$ cat src/rtl/fwd_scoreboard.sv
// Operand-forwarding scoreboard between ID and EX.
// Tracks in-flight destinations for stages EX..WB, resolves each source
// operand to its youngest producer, and stalls ID when that producer's
// result is not yet available. Also keeps saturating stall/forward counters.
module fwd_scoreboard #(
  parameter int unsigned XLEN    = 32,
  parameter int unsigned NUM_SRC = 2,
  parameter int unsigned DEPTH   = 3,
  parameter int unsigned SELW    = $clog2(DEPTH + 1)
) (
  input  logic                      clk,
  input  logic                      rst_n,
  input  logic                      id_valid,
  input  logic                      id_reg_write,
  input  logic [4:0]                id_rd,
  input  logic [SELW-1:0]           id_result_stage,
  input  logic [NUM_SRC*5-1:0]      id_rs_addr,
  input  logic [NUM_SRC-1:0]        id_rs_used,
  input  logic [NUM_SRC*XLEN-1:0]   id_rs_data,
  input  logic [DEPTH*XLEN-1:0]     stage_result,
  input  logic                      pipe_advance,
  input  logic                      flush,
  input  logic                      clear_counters,
  output logic [NUM_SRC*SELW-1:0]   fwd_sel,
  output logic [NUM_SRC*XLEN-1:0]   fwd_data,
  output logic                      hazard_stall,
  output logic [31:0]               stall_count,
  output logic [31:0]               fwd_count
);

  // Tracker entries; index 0 is EX, DEPTH-1 is WB.
  logic [DEPTH-1:0] valid_q;
  logic [4:0]       rd_q     [DEPTH];
  logic [SELW-1:0]  rstage_q [DEPTH];

  logic [31:0] stall_count_q;
  logic [31:0] fwd_count_q;

  logic [NUM_SRC-1:0] hit;
  logic [NUM_SRC-1:0] not_ready;
  logic [SELW-1:0]    rstage_in;
  logic               issue;
  logic [31:0]        fwd_inc;
  logic [32:0]        fwd_sum;

  // Result stages past WB make no sense; clamp so every entry is ready by WB.
  assign rstage_in = (int'(id_result_stage) > int'(DEPTH) - 1) ? SELW'(DEPTH - 1)
                                                               : id_result_stage;

  // Per-port youngest-producer search and operand mux.
  always_comb begin
    fwd_sel   = '0;
    fwd_data  = id_rs_data;
    hit       = '0;
    not_ready = '0;
    for (int i = 0; i < int'(NUM_SRC); i++) begin
      for (int k = 0; k < int'(DEPTH); k++) begin
        if (!hit[i] && id_rs_used[i] && valid_q[k] &&
            (rd_q[k] == id_rs_addr[5*i +: 5]) && (id_rs_addr[5*i +: 5] != 5'd0)) begin
          hit[i] = 1'b1;
          if (k >= int'(rstage_q[k])) begin
            fwd_sel[SELW*i +: SELW]  = SELW'(k + 1);
            fwd_data[XLEN*i +: XLEN] = stage_result[XLEN*k +: XLEN];
          end else begin
            not_ready[i] = 1'b1;
          end
        end
      end
    end
  end

  // Flush squashes the ID instruction, so it also masks any stall it would cause.
  assign hazard_stall = id_valid & ~flush & (|not_ready);
  assign issue        = id_valid & ~flush & ~hazard_stall;

  // Number of ports served from a pipeline stage this cycle.
  always_comb begin
    fwd_inc = '0;
    for (int i = 0; i < int'(NUM_SRC); i++) begin
      if (fwd_sel[SELW*i +: SELW] != '0) fwd_inc = fwd_inc + 32'd1;
    end
  end

  assign fwd_sum = {1'b0, fwd_count_q} + {1'b0, fwd_inc};

  // Tracker shift register: advances with the pipeline, bubbles on stall/flush.
  always_ff @(posedge clk or negedge rst_n) begin
    if (!rst_n) begin
      valid_q <= '0;
      for (int k = 0; k < int'(DEPTH); k++) begin
        rd_q[k]     <= '0;
        rstage_q[k] <= '0;
      end
    end else if (pipe_advance) begin
      for (int k = 1; k < int'(DEPTH); k++) begin
        valid_q[k]  <= valid_q[k-1];
        rd_q[k]     <= rd_q[k-1];
        rstage_q[k] <= rstage_q[k-1];
      end
      // x0 writes are architecturally void, so they never become producers.
      valid_q[0]  <= issue & id_reg_write & (id_rd != 5'd0);
      rd_q[0]     <= id_rd;
      rstage_q[0] <= rstage_in;
    end
  end

  // Saturating performance counters with synchronous clear.
  always_ff @(posedge clk or negedge rst_n) begin
    if (!rst_n) begin
      stall_count_q <= '0;
      fwd_count_q   <= '0;
    end else if (clear_counters) begin
      stall_count_q <= '0;
      fwd_count_q   <= '0;
    end else begin
      if (hazard_stall && (stall_count_q != 32'hFFFF_FFFF)) begin
        stall_count_q <= stall_count_q + 32'd1;
      end
      if (issue && pipe_advance) begin
        fwd_count_q <= fwd_sum[32] ? 32'hFFFF_FFFF : fwd_sum[31:0];
      end
    end
  end

  assign stall_count = stall_count_q;
  assign fwd_count   = fwd_count_q;

endmodule

$ cat config.mk
export PLATFORM = sky130hd
export DESIGN_NAME = fwd_scoreboard
export DESIGN_NICKNAME = d
export VERILOG_FILES = /design/src/rtl/fwd_scoreboard.sv
export SDC_FILE = /design/constraint.sdc
export NUM_CORES = 1
export LEC_CHECK = 0
export BUFFER_PORTS_ARGS = -buffer_cell sky130_fd_sc_hd__buf_2
export CAP_MARGIN = 20
export CORE_ASPECT_RATIO = 1.25
export CORE_MARGIN = 2
export CORE_UTILIZATION = 27
export DETAILED_ROUTE_END_ITERATION = 8
export PLACE_DENSITY_LB_ADDON = 0.12
export SETUP_SLACK_MARGIN = 0.5
export SLEW_MARGIN = 30
export SYNTH_ARGS = -nofsm -noshare
export SYNTH_HDL_FRONTEND = slang
export SYNTH_SLANG_ARGS = --single-unit
export TNS_END_PERCENT = 100
$ cat constraint.sdc
create_clock -name clk -period 6.4 [get_ports clk]
set_clock_uncertainty 0.15 [all_clocks]
set_input_delay 0.64 -clock clk [delete_from_list [all_inputs] [get_ports clk]]
set_output_delay 0.64 -clock clk [all_outputs]
set_load 0.05 [all_outputs]
# After elaboration in Yosys (flattened, before gate mapping)
# Cells that the tools add are included.
dict set report word_totals {
  ff_bits 88
  latch_bits 0
  ramBits 0
  romBits 0
  input_bits 186
  out_inout_bits 133
  word_cells 112
  n_memories 0
}
dict set report classes {
  addsub 3
  mul 0
  div_mod_pow 0
  magnitude_cmp 4
  eq_ne 7
  n_shift 0
  n_mux 46
  bitwise 7
  n_reduce_logical 36
}
# op count
set ops {}
lappend ops {{two-way mux 32 bit} 18}
lappend ops {{adder 32 x 1 -> 32 bit (second input constant)} 2}
lappend ops {{adder 32 x 32 -> 33 bit} 1}
lappend ops {{inequality test 32 bit (second input constant)} 1}
lappend ops {{equality test 5 bit} 6}
lappend ops {{logical AND 1 bit} 24}
lappend ops {{two-way mux 2 bit} 11}
lappend ops {{two-way mux 1 bit} 17}
lappend ops {{nonzero test 5 bit} 3}
lappend ops {{nonzero test 2 bit} 4}
lappend ops {{bitwise AND 1 bit} 5}
lappend ops {{>= comparator 1 x 2 -> 1 bit (first input constant)} 2}
lappend ops {{zero test 1 bit} 4}
lappend ops {{>= comparator 2 bit (first input constant)} 1}
lappend ops {{> comparator 2 bit (second input constant)} 1}
lappend ops {{NOT 1 bit} 2}
lappend ops {{OR reduction 2 bit} 1}

# Longest topological paths before layout
dict set report logic_depth {
  ltp_word 24
  ltp_mapped 23
}

# Worst setup path before layout
# Ideal clock, no wire load.
dict set report synth_timing {
  path_type {input to register}
  start {input id_rs_addr[1]}
  end {register fwd_count_q[19] (netlist: fwd_count[19])}
  arrival_ns 4.946
  required_time_ns 6.151
  slack_ns 1.205
  cell_stages 22
  cell_sequence {or4_1 o21ai_1 o21bai_2 or3_1 clkbuf_1 clkbuf_1 and2_1 nand2_1 ha_1 ha_1 inv_1 fa_1 and3b_1 or4b_1 buf_2 nor3_4 nand2_1 buf_2 buf_6 nand2_1 a31oi_1 a311oi_1}
}
dict set report synth_between {
  elab_chain_len 24
  word_cells_on_any_way 42
  classes_between {add/sub (2); eq/ne (3); mux (17); bitwise (3); reduce/logical (17)}
}
# item line_no
set synth_lines {}
lappend synth_lines {{from (decl)} 17} ;# input logic [NUM_SRC*5-1:0] id_rs_addr,
lappend synth_lines {{equality test 5 bit} 59} ;# (rd_q[k] == id_rs_addr[5*i +: 5]) && (id_rs_addr[5*i +: 5] != 5'd0)) begin
lappend synth_lines {{logical AND 1 bit} 58} ;# if (!hit[i] && id_rs_used[i] && valid_q[k] &&
lappend synth_lines {{logical AND 1 bit} 59}
lappend synth_lines {{two-way mux 1 bit} 58}
lappend synth_lines {{zero test 1 bit} 58}
lappend synth_lines {{logical AND 1 bit (3 in a row)} 58}
lappend synth_lines {{logical AND 1 bit} 59}
lappend synth_lines {{two-way mux 1 bit} 58}
lappend synth_lines {{(+6 left out)} --}
lappend synth_lines {{nonzero test 2 bit} 80} ;# if (fwd_sel[SELW*i +: SELW] != '0) fwd_inc = fwd_inc + 32'd1;
lappend synth_lines {{two-way mux 1 bit} 80}
lappend synth_lines {{adder 32 x 1 -> 32 bit} 80}
lappend synth_lines {{two-way mux 32 bit} 80}
lappend synth_lines {{adder 32 x 32 -> 33 bit} 84} ;# assign fwd_sum = {1'b0, fwd_count_q} + {1'b0, fwd_inc};
lappend synth_lines {{two-way mux 32 bit} 120} ;# fwd_count_q <= fwd_sum[32] ? 32'hFFFF_FFFF : fwd_sum[31:0];
lappend synth_lines {{two-way mux 32 bit} 119} ;# if (issue && pipe_advance) begin
lappend synth_lines {{two-way mux 32 bit} 112} ;# end else if (clear_counters) begin
lappend synth_lines {{to (signal assigned)} 120}
lappend synth_lines {{to (decl)} 37} ;# logic [31:0] fwd_count_q;
# Parallel ways exist; a longest one is shown, timed or not. The select of a mux whose other input is x is not followed.
# A chain may end at the register's enable or synchronous reset.

# Final worst setup path
dict set report layout_timing {
  start {input id_rs_addr[1]}
  end {register fwd_count_q[8] (netlist: fwd_count[8])}
}
# The elaborated chain is that of the path after synthesis.

==> impl_metrics.tcl <==
set metrics [dict create \
    avgSynthCellArea_sq_um 8.72 \
    criticalPathCategory "primary input to flip-flop" \
    post_dp_cell_area_sq_mm 0.00914 \
    gr-total-overflow 0 \
    reg2reg_from "rd_q[5]$_DFFE_PN0P_" \
    rsz0062_at_grt "false" \
    start_util_pct 27.4 \
    path_cells "buf_2 > or4_1 > o21ai_1 > o21bai_2 > nor2_1 > nand2_1 > and2_1 > nand2_1 > ha_1 > ha_1 > inv_1 > fa_1 > and3b_1 > or4b_1 > nor3_4 > nand2_1 > and3_1 > a311oi_1" \
    timing.final.max_slew_violations 0 \
    die_w_um 151 \
    fin_hold_ws_ps 120 \
    num-fill-cells 2837 \
    grt_max_degree 73 \
    netlist_instances 840 \
    async_flop_share_pct 100 \
    setup_tns_ps 0 \
    ios 319 \
    max_freq_mhz 178 \
    r2r_slack_ps 970 \
    critPathTopFamily "simple AND/OR/NAND/NOR gates" \
    slew_headroom_pct 41.9 \
    cts_buffer_depth 2 \
    yosysTopAreaCellShare_pct 30.1 \
    holdBufCountCts 0 \
    ys_seq_elements 88 \
    synthesis.area_sq_mm 0.00732 \
    cp_num_buf_inv 2 \
    die_area_sq_mm 0.0285 \
    port_buffers 318 \
    crit_path_end_kind "flip-flop" \
    worst-slew-pin-transition_ps 863 \
    cts.sinks 88 \
    wl_per_cell_um 20.4 \
    synth_most_common_cell "a21oi_1" \
    synth.area.top_cells "dfrtp_1 30%, mux2_2 11%, mux2i_1 8.9%" \
    nets 1305 \
    cts_tree "done" \
    synth_common_cells "92 x a21oi_1, 88 x dfrtp_1, 72 x mux2_2" \
    drt_wl_total_um 30000 \
    clk_latency_ps 340 \
    post_cts.repair.setup_buffers 0 \
    synth_edf_count 0 \
    crit_path_frequent_cell "nand2_1" \
    p_leak_nw 4.12 \
    cp.required_ps 6480 \
    firstDrtPassIters 5 \
    cts_max_level 3 \
    seq_area_sq_mm 0.00220 \
    status "finished, final reports clean" \
    ir_drop_mv 0.0966 \
    clkTransAtPathRegs_ps 60 \
    syn_nets 1031 \
    final_antenna_net_count 0 \
    critPathLaunchType "primary input" \
    cp_max_fo 20 \
    first_global_vias 7593 \
    netlist-cell-type-count 61 \
    drive_above_1_share_pct 39.2 \
    fin_crit_ps 5620 \
    fin_crit_sh_pct 87.8 \
    area_growth_pct 29.5 \
    vias_per_cell 5.27 \
    synthFlopType "dfrtp_1" \
    hold_path_class "primary input to async pin" \
    p_per_area_mw_per_mm2 161 \
    critPathMaxStageDelay_ps 610 \
    ctsRootBufferMaster "clkbuf_16" \
    synth_top_area_cell "dfrtp_1" \
    antenna_found_initial 14 \
    core_sq_mm 0.0267 \
    place_hpwl_um 22600 \
    fin_area_sq_mm 0.00949 \
    dp_slack_ps 408 \
    die_h_um 188 \
    setup_viol 0 \
    cts-resized-gates 0 \
    setup_slack_ps 783 \
    worstSetupStartpoint "id_rs_addr[1]" \
    fin_util_pct 35.5 \
    multi_input_area_sq_mm 0.00477 \
    drtIter0Drc 247 \
    dr_total_vias 7751 \
    crit_arrival_ps 5700 \
    critical-path-slowest-cell "or4b_1" \
    gp_congestion 0.820 \
    hold_violations 0 \
    cts_buffers 9 \
    grtUsageTotal_pct 20.1 \
    num_rows 67 \
    route.detailed.drc 0 \
    ys.warnings.count 0 \
    grt_pass1_wl_um 44500 \
    cap_violations 0 \
    ys_seq_area_share_pct 30.1 \
]
## flip-flops by register name, indices dropped and copies added, names as in the netlist
name / flops
rd_q: 15
valid_q: 3
fwd_count: 32
rstage_q: 6
stall_count: 32
## cells in the final DEF (no fill, tap or decap), types with 4 or more instances in the layout
master     count
a21oi_1       91
mux2i_1       65
o21bai_1       5
nand2_1       53
and4_1        10
xor2_1         8
dfrtp_1       88
a311oi_1      13
and2_1        12
xnor2_1       22
o21ai_0       20
nor2_1        53
o22ai_1       21
a211oi_1      13
nand4_1       19
a31oi_1       15
mux2_2        72
diode_2        9
or4_1         27
ha_1           4
a41oi_1        5
buf_4         13
nor3_1        15
nor2b_1       10
and3_1        22
o31ai_1       25
clkbuf_16      9
inv_1         14
nand3_1       21
buf_2        317
## metal layers
metal / GRT usage, % / share of wire (%) / vias to the layer above / wire, um
met3: 5.50 / 9.1 / 32 / 2730
met5: 0 / 0.090 / - / 27
met2: 34.5 / 49 / 262 / 14800
met1: 24.0 / 39 / 3709 / 11700
met4: 6.83 / 2.4 / 4 / 708
li1: - / - / 3744 / -
## metrics by stage
| step | std cells | power, mW |
|---|---|---|
| 2_1_floorplan | 840 | 0.815 |
| 3_3_place_gp | 1448 | 0.951 |
| 3_5_place_dp | 1448 | 0.954 |
| 4_1_cts | 1463 | 1.55 |
| 5_1_grt | 1468 | 1.60 |
| 6_report | 1472 | 1.52 |
## where the power goes
part | internal (mW) | switching (mW) | total [mW]
Clock | 0.361 | 0.222 | 0.583
Combinational | 0.129 | 0.208 | 0.337
Sequential | 0.577 | 0.0267 | 0.604
Total | 1.07 | 0.456 | 1.52
## worst paths after layout
kind	endpoint	depth (start not counted)
hold / removal	stall_count[1]$_DFFE_PN0P_	1
min in group clk	rstage_q[2]$_DFFE_PN0P_	1
setup / recovery	fwd_count[8]$_DFFE_PN0P_	18
setup reg to reg	fwd_count[8]$_DFFE_PN0P_	16
hold reg to reg	rstage_q[2]$_DFFE_PN0P_	1
max in group asynchronous	rd_q[2]$_DFFE_PN0P_	2
## worst register-to-register path, delay by kind of cell (launching register included)
kind,cells,cell delay (ps)
AO/OA/AOI/OAI,1,310
XOR/XNOR,1,170
adder cells (fa/ha/maj),3,710
buffers and inverters,1,50
flip-flops,1,440
AND/OR/NAND/NOR,10,3510
## final cells by class
cell class | instances | area share [%]
Timing Repair Buffer | 330 | 17.8
Inverter | 14 | 0.554
Tap cell | 345 | 4.55
Clock inverter | 3 | 0.686
Clock buffer | 12 | 2.70
Sequential cell | 88 | 23.2
Antenna cell | 9 | 0.237
Multi-Input combinational cell | 671 | 50.3
## logic make-up (layout without fill, tap and decap cells)
logic type	count (synthesis)	count (layout)	share of synthesized area, %
and+or+nand+nor	274	274	20.9
AOI/OAI and AO/OA	225	225	19.4
muxes	137	137	20.0
DFF	88	88	30.1
buffers and inverters	81	359	5.11
xor gates and xnor gates	30	30	3.59
adders and majority gates	5	5	0.957
other	0	9	0
Power figures use the tool's default switching activity.
